--- config.mk ---
export PLATFORM = sky130hd
export DESIGN_NAME = debounce_multi
export DESIGN_NICKNAME = d
export VERILOG_FILES = /design/src/rtl/debounce_multi.sv
export SDC_FILE = /design/constraint.sdc
export NUM_CORES = 1
export LEC_CHECK = 0
export BUFFER_PORTS_ARGS = -buffer_cell sky130_fd_sc_hd__buf_4
export CAP_MARGIN = 10
export CORE_MARGIN = 2
export CORE_UTILIZATION = 60
export CTS_CLUSTER_DIAMETER = 30
export DETAILED_ROUTE_END_ITERATION = 6
export GPL_TIMING_DRIVEN = 0
export PLACE_DENSITY = 0.82
export SETUP_SLACK_MARGIN = 0.5
export SLEW_MARGIN = 20
export SYNTH_ARGS = -nofsm -noshare
export SYNTH_HDL_FRONTEND = slang
export SYNTH_SLANG_ARGS = --single-unit
--- constraint.sdc ---
create_clock -name clk -period 4.6 [get_ports clk]
set_clock_uncertainty 0.15 [all_clocks]
set_input_delay 1.38 -clock clk [delete_from_list [all_inputs] [get_ports clk]]
set_output_delay 1.38 -clock clk [all_outputs]
set_load 0.005 [all_outputs]
--- src/rtl/debounce_multi.sv ---
// N-channel switch debouncer: 2-FF synchronizer, bounce/stable FSM with shared timeout,
// per-edge lock and per-channel unlock. Define DEBOUNCE_GLITCH_CNT_EN for per-channel glitch counters.
module debounce_multi #(
    parameter int                  CHANNELS = 4,
    parameter int                  TIMER_W  = 16,
    parameter logic [CHANNELS-1:0] INIT_VAL = '0
) (
    input  logic                    clk,
    input  logic                    reset_n,
    input  logic [CHANNELS-1:0]     signal_in,
    input  logic [TIMER_W-1:0]      timeout,
    input  logic [CHANNELS-1:0]     lock_rise_en,
    input  logic [CHANNELS-1:0]     lock_fall_en,
    input  logic [CHANNELS-1:0]     unlock,
    output logic [CHANNELS-1:0]     signal,
    output logic [CHANNELS-1:0]     hold,
    output logic [CHANNELS-1:0]     stb,
    output logic [CHANNELS-1:0]     locked,
    output logic                    any_stb,
    output logic [CHANNELS*8-1:0]   glitch_cnt
);
    typedef enum logic [1:0] {S_STABLE, S_BOUNCE1, S_BOUNCE2, S_LOCKED} state_t;

    logic [CHANNELS-1:0] sync_q1, sync_q2, stb_nxt;

    // Synchronizer flops carry no reset so they stay plain metastability filters
    always_ff @(posedge clk) begin
        sync_q1 <= signal_in;
        sync_q2 <= sync_q1;
    end

    always_ff @(posedge clk) begin
        if (!reset_n) any_stb <= 1'b0;
        else          any_stb <= |stb_nxt;
    end

    for (genvar i = 0; i < CHANNELS; i++) begin : g_ch
        state_t             state;
        logic [TIMER_W-1:0] timer;
        logic               s, v, hold_q, stb_q, lock_q, stb_n, expired;

        assign s       = sync_q2[i];
        assign expired = timer >= timeout;

        always_comb begin
            stb_n = 1'b0;
            case (state)
                S_BOUNCE1: stb_n = (s != v) && expired;
                S_LOCKED:  stb_n = unlock[i] && (s != v);
                default:   stb_n = 1'b0;
            endcase
        end

`ifdef DEBOUNCE_GLITCH_CNT_EN
        logic [7:0] gcnt;
`endif

        always_ff @(posedge clk) begin
            if (!reset_n) begin
                state  <= S_STABLE;
                timer  <= '0;
                v      <= INIT_VAL[i];
                hold_q <= 1'b0;
                stb_q  <= 1'b0;
                lock_q <= 1'b0;
`ifdef DEBOUNCE_GLITCH_CNT_EN
                gcnt   <= '0;
`endif
            end else begin
                hold_q <= 1'b0;
                stb_q  <= stb_n;
                case (state)
                    S_STABLE: begin
                        if (s != v) begin
                            state  <= S_BOUNCE1;
                            timer  <= '0;
                            hold_q <= 1'b1;
                        end
                    end
                    S_BOUNCE1: begin
                        if (s == v) begin
                            state <= S_BOUNCE2;
                            timer <= '0;
                        end else if (expired) begin
                            v     <= s;
                            timer <= '0;
                            // Lock policy is looked at only on the commit edge
                            if ((s && lock_rise_en[i]) || (!s && lock_fall_en[i])) begin
                                state  <= S_LOCKED;
                                lock_q <= 1'b1;
                            end else begin
                                state <= S_STABLE;
                            end
                        end else begin
                            timer <= timer + TIMER_W'(1);
                        end
                    end
                    S_BOUNCE2: begin
                        if (s != v) begin
                            state <= S_BOUNCE1;
                            timer <= '0;
                        end else if (expired) begin
                            state <= S_STABLE;
                            timer <= '0;
`ifdef DEBOUNCE_GLITCH_CNT_EN
                            if (gcnt != 8'hff) gcnt <= gcnt + 8'd1;
`endif
                        end else begin
                            timer <= timer + TIMER_W'(1);
                        end
                    end
                    S_LOCKED: begin
                        if (unlock[i]) begin
                            v      <= s;
                            state  <= S_STABLE;
                            lock_q <= 1'b0;
                        end
                    end
                    default: state <= S_STABLE;
                endcase
            end
        end

        assign stb_nxt[i] = stb_n;
        assign signal[i]  = v;
        assign hold[i]    = hold_q;
        assign stb[i]     = stb_q;
        assign locked[i]  = lock_q;
`ifdef DEBOUNCE_GLITCH_CNT_EN
        assign glitch_cnt[8*i +: 8] = gcnt;
`else
        assign glitch_cnt[8*i +: 8] = 8'h00;
`endif
    end
endmodule
==> summary.txt <==
Worst hold path
  • HP Class: flop to flop
  • Worst hold path depth: 0

Synth
  • YS warnings: 0
  • Synthesized cell area: about 6900 um^2
  • Post-synth cell types: 64
  • Post-synth EDFFs: 0
  • FF+latch count, synth: between 90 and 100
  • Register area share after synthesis: approximately 28%
  • Largest cells by area after synthesis: dfxtp_1 (28%), ha_1 (15%), buf_4 (5.2%)
  • Area share of the largest cell type after synthesis: around 28%
  • Ys async rst share: 0%
  • Cell taking the most area after synthesis: dfxtp_1
  • Average size of a mapped cell: 8.189 um^2
  • Synthesized netlist cell count: 842
  • Ys flop type: dfxtp_1

Clocking
  • Clock tree buffer depth: 2
  • Root Buffer: clkbuf_16
  • CTS Buf Count: 9
  • Setup Buffers After CTS: 0
  • CTS tree: done
  • Clock Latency Late Sink: ~360 ps
  • Worst-path clk slew: about 70 ps
  • Sink Count: slightly below 100
  • H-tree levels: 3

Placement
  • Dpl hpwl: approximately 13000 um
  • Global placer's final weighted congestion: roughly 0.85
  • Port-buffer cells: 49
  • Placed instance area: between 7000 and 8000 um^2

Worst setup path
  • CP required: between 4000 and 5000 ps
  • Startpoint Class: input pin
  • Crit path DAT: 4180 ps
  • Worst Setup End Kind: flop
  • Crit Path Category: input pin to flop
  • R2R depth: 9
  • CP max FO: 10

Pwr
  • VDD IR max: 0.0004177 V
  • Total Power: 2.607 mW
  • Leakage Power: ~3.6 nW
  • Power density over the cells: approximately 330 nW/um^2

Die
  • Initial core utilization: 60.91%
  • Boundary pin count: between 80 and 90
  • Die W: roughly 110 um
  • Core ar.: around 11000 um^2
  • Die H: around 110 um
  • DIE AREA: between 10000 and 15000 um^2
  • FP Rows: 39

Timing
  • WHS: 178.5 ps
  • Setup TNS: 0 ps
  • F_max: 0.2466 GHz
  • Period utilization: 88.17%
  • Rel. slew slack: 29.16%
  • Tmin final: about 4100 ps
  • Actual slew at the worst max-slew pin: around 1100 ps
  • Setup violations, final: 0
  • Fin. max-slew vios: 0
  • Fin. Hold Viols: 0
  • RSZ-0062 raised after global routing: yes

Route
  • Number of DRC markers in iteration 0: ~400
  • Antenna Violating Nets Remaining: 0
  • Routed vias: around 6300
  • Drt total wl: roughly 17000 um
  • Residual DRC: 0
  • Vias per std cell: around 5.8
  • Wire per inst: 15.29 um
  • DRT Pass-1 Iters: 5

Global route
  • Gr ovfl total: 0
  • Initial antenna violation count: 0
  • Vias in the first global route: between 5000 and 6000
  • Largest net degree at the start of global routing: 16
  • First-pass GRT wire length: roughly 27000 um
  • Gr usage total: a little over a quarter

Final layout
  • Area delta synth->final: 14.82%
  • # nets final: about 1100
  • Fill cell count: 950
  • Core Util, Final: between 60% and 70%
  • Area taken by multi-input logic gates: 4453 um^2
  • Most frequent cells in the layout: buf_4 (97), dfxtp_1 (97), nand2_1 (86)
  • Fraction of layout cells with a size suffix above 1: about 14%
  • Antenna diodes: 0
  • Post-route cell area: ~7900 um^2
  • FF+latch area: slightly below 2000 um^2

Status
  • Outcome: finished, final reports clean

Run
  • MaxCap Viol Count: 0
-- sequential cells by signal, indices dropped and copies added, names as in the netlist --
name         cells
sync_q1          4
sync_q2          4
g_ch.state       8
g_ch.hold_q      4
g_ch.stb_q       4
g_ch.timer      64
g_ch.v           4
g_ch.lock_q      4
any_stb          1
-- final cells by class --
cell class,count,area share [%]
repair buffers,49,4.646
well taps,143,2.260
flip-flops and latches,97,24.53
clock buffers,12,3.366
multi-input cells,656,56.24
clock inverters,4,0.9324
plain buffers,66,5.468
inverters,54,2.560
-- per-stage QoR --
| step | worst slack, ps | instances |
|---|---|---|
| floorplan | 806.7 | 873 |
| CTS | 615.8 | 1081 |
| finish | 544.3 | 1081 |
| global placement | 303.4 | 1065 |
| detailed placement | 247.0 | 1065 |
| global route | 462.4 | 1081 |
-- cells by family (layout without fill, tap and decap cells) --
kind of cell	Yosys count	in the layout	synth area share, %
and+or+nand+nor	296	296	22.41
AOI/OAI and AO/OA	208	208	19.85
buffers and inverters	120	185	9.218
DFF	97	97	28.16
adders and majority gates	85	85	15.42
xor gates and xnor gates	22	22	2.903
muxes	13	13	1.978
other	1	32	0.05438
-- cells in the mapped netlist, types with 12 or more instances --
cell	instances
nor3_1	17
a21oi_1	45
nand4_1	16
xor2_1	14
nand3_1	38
dfxtp_1	97
a21o_1	13
nand2_1	86
ha_1	85
nand2b_1	14
nor2_1	37
clkbuf_1	13
and3_1	13
buf_4	48
o21ai_0	65
inv_1	53
or3_1	19
o21a_1	12
-- worst max-delay path: stages --
cell	delay, ps
buf_4	100
inv_1	230
ha_1	310
a211oi_1	270
nor2_1	140
or4_1	650
or3_1	370
clkbuf_1	240
or3_1	390
o21ai_0	80
-- path summary, 6_finish.rpt --
check / slack [ps] / endpoint / startpoint
max reg2reg: 1510 / any_stb / g_ch[1].timer[0]
min: 180 / sync_q2[1] / sync_q1[1]
min reg2reg: 180 / sync_q2[1] / sync_q1[1]
max: 540 / g_ch[0].timer[15] / timeout[13]
-- report_power, final --
group | switching, mW | internal [mW]
Combinational | 0.473 | 0.331
Sequential | 0.0517 | 0.890
Clock | 0.339 | 0.521
Total | 0.864 | 1.74
-- per-layer routing --
metal	part of all wire [%]	GRT usage [%]	vias up
li1	-	-	3161
met1	44	33.04	2895
met2	48	45.04	169
met3	5.7	6.780	38
met4	2.9	9.300	0
met5	0	0	-
-- repair_timing --
item | in CTS | in global routing
hold buffers | 0 | 0
resized for setup | 0 | 2
endpoints found under the setup margin | 0 | 5
Note: power is estimated with default switching activity, not from simulation.
